`src/rtl/mem_access_ctrl.sv`:
```
// Data-memory access sequencer: decodes load/store requests, runs one req/ready
// bus transaction per instruction, aligns store lanes and extends load data.
module mem_access_ctrl #(
  parameter int unsigned ADDR_W  = 32,
  parameter int unsigned TIMEOUT = 255
) (
  input  logic              clk,
  input  logic              rst,
  input  logic              MemWrite,
  input  logic              MemtoReg,
  input  logic [2:0]        LoadOrStoreTYPE,
  input  logic [ADDR_W-1:0] Addr,
  input  logic [31:0]       StoreData,
  output logic              Stall,
  output logic [31:0]       LoadData,
  output logic              LoadValid,
  output logic              Fault,
  output logic              BusReq,
  output logic              BusWe,
  output logic [ADDR_W-1:0] BusAddr,
  output logic [31:0]       BusWData,
  output logic [3:0]        BusByteEn,
  input  logic              BusReady,
  input  logic [31:0]       BusRData
);

  localparam int unsigned CNT_W = $clog2(TIMEOUT + 1);

  typedef enum logic [1:0] {IDLE, BUSY, DONE} state_t;

  state_t           r_state;
  logic [CNT_W-1:0] r_cnt;
  logic             r_we;
  logic [2:0]       r_type;
  logic [1:0]       r_off;

  logic        w_req;
  logic        w_legal;
  logic        w_misal;
  logic [1:0]  w_off;
  logic [3:0]  w_be;
  logic [31:0] w_wdata;
  logic [31:0] w_shift;
  logic [31:0] w_load;

  // Request decode, legality, byte enables and store-lane replication
  always_comb begin
    w_req   = MemWrite | MemtoReg;
    w_off   = Addr[1:0];
    w_legal = 1'b0;
    w_misal = 1'b0;
    w_be    = 4'b1111;
    w_wdata = StoreData;
    if (MemWrite) begin
      w_legal = (LoadOrStoreTYPE == 3'b000) || (LoadOrStoreTYPE == 3'b001) ||
                (LoadOrStoreTYPE == 3'b010);
    end else begin
      w_legal = (LoadOrStoreTYPE == 3'b000) || (LoadOrStoreTYPE == 3'b001) ||
                (LoadOrStoreTYPE == 3'b010) || (LoadOrStoreTYPE == 3'b100) ||
                (LoadOrStoreTYPE == 3'b101);
    end
    case (LoadOrStoreTYPE[1:0])
      2'b00: begin
        w_be    = 4'b0001 << w_off;
        w_wdata = {4{StoreData[7:0]}};
      end
      2'b01: begin
        w_misal = w_off[0];
        w_be    = 4'b0011 << w_off;
        w_wdata = {2{StoreData[15:0]}};
      end
      default: begin
        w_misal = (w_off != 2'b00);
        w_be    = 4'b1111;
        w_wdata = StoreData;
      end
    endcase
  end

  // Lane extraction and sign/zero extension from the registered access type
  always_comb begin
    w_shift = BusRData >> {r_off, 3'b000};
    case (r_type)
      3'b000:  w_load = {{24{w_shift[7]}}, w_shift[7:0]};
      3'b001:  w_load = {{16{w_shift[15]}}, w_shift[15:0]};
      3'b100:  w_load = {24'h000000, w_shift[7:0]};
      3'b101:  w_load = {16'h0000, w_shift[15:0]};
      default: w_load = BusRData;
    endcase
  end

  // Reset forces Stall low immediately, even with a request still presented
  assign Stall = !rst && (((r_state == IDLE) && w_req) || (r_state == BUSY));

  always_ff @(posedge clk or posedge rst) begin
    if (rst) begin
      r_state   <= IDLE;
      r_cnt     <= '0;
      r_we      <= 1'b0;
      r_type    <= 3'b000;
      r_off     <= 2'b00;
      LoadData  <= '0;
      LoadValid <= 1'b0;
      Fault     <= 1'b0;
      BusReq    <= 1'b0;
      BusWe     <= 1'b0;
      BusAddr   <= '0;
      BusWData  <= '0;
      BusByteEn <= 4'b0000;
    end else begin
      LoadValid <= 1'b0;
      Fault     <= 1'b0;
      case (r_state)
        IDLE: begin
          if (w_req) begin
            if (w_legal && !w_misal) begin
              r_we      <= MemWrite;
              r_type    <= LoadOrStoreTYPE;
              r_off     <= w_off;
              r_cnt     <= '0;
              BusWe     <= MemWrite;
              BusAddr   <= {Addr[ADDR_W-1:2], 2'b00};
              BusByteEn <= w_be;
              BusWData  <= w_wdata;
              BusReq    <= 1'b1;
              r_state   <= BUSY;
            end else begin
              Fault   <= 1'b1;
              r_state <= DONE;
            end
          end
        end
        BUSY: begin
          r_cnt <= r_cnt + CNT_W'(1);
          if (BusReady) begin
            BusReq  <= 1'b0;
            r_state <= DONE;
            if (!r_we) begin
              LoadData  <= w_load;
              LoadValid <= 1'b1;
            end
          end else if (r_cnt == CNT_W'(TIMEOUT - 1)) begin
            BusReq  <= 1'b0;
            Fault   <= 1'b1;
            r_state <= DONE;
          end
        end
        DONE: begin
          r_cnt   <= '0;
          r_state <= IDLE;
        end
        default: r_state <= IDLE;
      endcase
    end
  end

endmodule

```
`config.mk`:
```
export PLATFORM = sky130hd
export DESIGN_NAME = mem_access_ctrl
export DESIGN_NICKNAME = d
export VERILOG_FILES = /design/src/rtl/mem_access_ctrl.sv
export SDC_FILE = /design/constraint.sdc
export NUM_CORES = 1
export LEC_CHECK = 0
export CAP_MARGIN = 5
export CORE_ASPECT_RATIO = 0.75
export CORE_UTILIZATION = 30
export CTS_CLUSTER_DIAMETER = 80
export DETAILED_ROUTE_END_ITERATION = 10
export PLACE_DENSITY_LB_ADDON = 0.25
export SYNTH_ARGS = -nofsm -noshare
export SYNTH_HDL_FRONTEND = slang
export SYNTH_SLANG_ARGS = --single-unit
```
`constraint.sdc`:
```
create_clock -name clk -period 8.7 [get_ports clk]
set_clock_uncertainty 0.15 [all_clocks]
set_input_delay 1.305 -clock clk [delete_from_list [all_inputs] [get_ports clk]]
set_output_delay 1.305 -clock clk [all_outputs]
set_load 0.02 [all_outputs]
```
==> reports/metrics.yaml <==
run_status:
  outcome: "finished clean"
timing:
  timing.hold.ws_ps: 333
  setup_viol: 0
  rsz0062_at_grt: "false"
  tightest_slew_ps: 1110
  fmax_mhz: 225
  drv_slew: 0
  fin_crit_sh_pct: 51.1
  relSlewSlack_pct: 25.9
  period_minus_slack_ps: 4440
  hold_viol_final: 0
  tns_ps: 0
logic_synthesis:
  synth_area_leaders: "dfrtp_1, mux2_4, mux2i_1, nand2_1, o21ai_1"
  ys_seq_elements: 117
  syn_area_um2: 5680
  synth_top_area_share_pct: 51.6
  async_flop_share_pct: 100
  synth.distinct_cells: 49
  synthFlopType: "dfrtp_1"
  synthesis.instances: 537
  synth_edf_count: 0
  netlist.top_cell.by_area: "dfrtp_1"
  ys_seq_area_share_pct: 51.6
  syn_area_per_cell_um2: 10.6
  yosys_warnings: 0
power_and_ir_drop:
  p_leak_uw: 0.00382
  power_density_nw_per_um2: 359
  vdd_ir_drop_max_mv: 0.186
  combPwrFrac_pct: 44.1
  p_sw_uw: 1100
  p_clk_share_pct: 23.9
  switching_share_pct: 36.0
  intPower_uw: 1970
  finalPower_uw: 3070
  p_seq_share_pct: 32.0
routing:
  wire_per_inst_um: 16.7
  route.detailed.drc: 0
  drt_iter0_markers: 287
  drtPass1Iterations: 5
  drt-total-wl_mm: 16.6
  dr_total_vias: 4819
  vias_per_cell: 4.85
  drt.antenna.violating_nets: 0
worst_setup_path:
  r2r_cells: 4
  path_max_fanout: 7
  path_delay_family: "buffers and inverters"
  critPathSlowestCell: "clkdlybuf4s50_1"
  slowest_delay_ps: 680
  worst_setup_path_start_kind: "primary input"
  reg2reg_slack_ps: 5890
  crit_chain: "clkdlybuf4s50_1 > o21ai_1 > a21oi_1 > clkdlybuf4s50_1"
  worstPathArrival_ps: 2990
  path_class: "in2out"
  cp_num_buf_inv: 2
  reg2reg_to: "BusAddr[5]$_DFFE_PP0P_"
  end_kind: "output pin"
  r2r_start: "r_state[0]$_DFFE_PP0P_"
  path_common_cell: "clkdlybuf4s50_1"
  crit_required_ps: 7240
final_layout:
  fin_cells: 993
  fin_nets: 839
  layout_commonest_cell: "clkdlybuf4s50_1"
  final_core_util_pct: 46.2
  layout_common_cells: "clkdlybuf4s50_1, dfrtp_1, nand2_1"
  syn_to_final_growth_pct: 50.6
  antennaDiodeCount: 0
  drive_gt1_share_pct: 11.5
floorplan:
  initial_core_util_pct: 30.7
  pin_count: 209
  die_w_um: 161
  die_h_um: 121
  row_count: 43
  coreArea_um2: 18500
  fp.dieArea_um2: 19500
clock_tree:
  clk_pin_slew_ps: 50
  insertion_delay_ps: 400
  cts_setup_buffers: 0
  postCtsHoldBufs: 0
  clockBufferDepth: 2
  htree_levels: 4
  ctsResizeCount: 0
  cts_made_buffers: 17
  cts_tree: "yes"
  clockRootBuffer: "clkbuf_16"
  cts.sinks: 117
place:
  gp_congestion: 0.805
  dpl.hpwl_mm: 11.7
  port_buffers: 206
  dp.cells: 961
global_routing:
  grt_max_degree: 86
  grt_use_total_pct: 17.7
  grt_pass1_wl_mm: 26.6
  grt-ovfl-total: 0
  antenna_found_initial: 0
  grt_pass1_vias: 4920
flow_run:
  drv_cap: 0
hold_path:
  hold_depth: 2
  hold_path_end: "LoadData[5]$_DFFE_PP0P_"
  min_path_type: "reg2reg"
  hold_start: "LoadData[5]$_DFFE_PP0P_"
-- flip-flops by register name (all words and copies together) (netlist names), 2 cells and up --
| name | cells |
|---|---|
| LoadData | 32 |
| r_type | 3 |
| r_off | 2 |
| r_cnt | 8 |
| BusAddr | 30 |
| BusWData | 32 |
| BusByteEn | 4 |
| r_state | 2 |
-- worst max-delay path by stage --
stage / startpoint / end / slack, ps / cells after the start
finish: MemWrite / Stall / 4260 / 4
global route: MemWrite / Stall / 4220 / 4
CTS: MemWrite / Stall / 4290 / 4
detailed placement: LoadOrStoreTYPE[1] / BusAddr[2]$_DFFE_PP0P_ / 4210 / 6
global placement: LoadOrStoreTYPE[1] / BusAddr[3]$_DFFE_PP0P_ / 4250 / 6
floorplan: rst / BusAddr[10]$_DFFE_PP0P_ / 4140 / 1
-- cell usage after synthesis (3+ instances only) --
cell      number
a21oi_1       41
clkbuf_1      20
nor2_1        29
buf_4          4
mux2_1         3
mux2_4        40
dfrtp_1      117
buf_6          5
nor2b_1        7
o21ai_1       42
buf_2          5
nand3_1       37
nand2b_1      10
mux2i_1       34
inv_1          9
o21ai_0       17
nand2_1       71
and2_1         7
-- final cells by class --
class / instances / area (um2)
clock buffers: 23 / 498
clock inverters: 9 / 123
fillers: 1747 / 9960
inverters: 10 / 40.0
multi-input cells: 375 / 2550
flip-flops and latches: 117 / 2930
well taps: 247 / 309
repair buffers: 212 / 2110
-- cells by family after synthesis --
kind of cell	synth area share [%]
AND/OR/NAND/NOR	15.0
flip-flops	51.6
AO/OA/AOI/OAI	11.2
multiplexers	17.6
buffers and inverters	4.08
adder cells (fa/ha/maj)	0.441
other	0.0660
XOR/XNOR	0.154
-- per-layer routing --
| metal | global-route usage, % | vias up | wire, um | share of wire, % |
|---|---|---|---|---|
| met3 | 7.28 | 19 | 1690 | 10 |
| met2 | 25.4 | 201 | 7280 | 44 |
| met5 | 0 | - | 0 | 0 |
| li1 | - | 2253 | - | - |
| met4 | 6.25 | 0 | 229 | 1.4 |
| met1 | 23.7 | 2346 | 7420 | 45 |
-- power by group through the flow --
stage	logic [uW]	registers, uW	clock network, uW
2_1_floorplan	511	1190	0
3_3_place_gp	1350	980	0
3_5_place_dp	1360	984	0
4_1_cts	1370	984	748
5_1_grt	1450	1020	775
6_report	1350	981	734
-- worst min-delay path: stages (launching register included) --
cell and delay [ps]:
dfrtp_1 340, nand2_1 50, o21ai_1 60
-- per-stage QoR --
stage / setup slack (ps) / cell area, um2
2_1_floorplan: 4140 / 5680
3_3_place_gp: 4250 / 7930
3_5_place_dp: 4210 / 7930
4_1_cts: 4290 / 8550
5_1_grt: 4220 / 8550
6_report: 4260 / 8550
No activity file was read; power rests on OpenSTA's default activity.
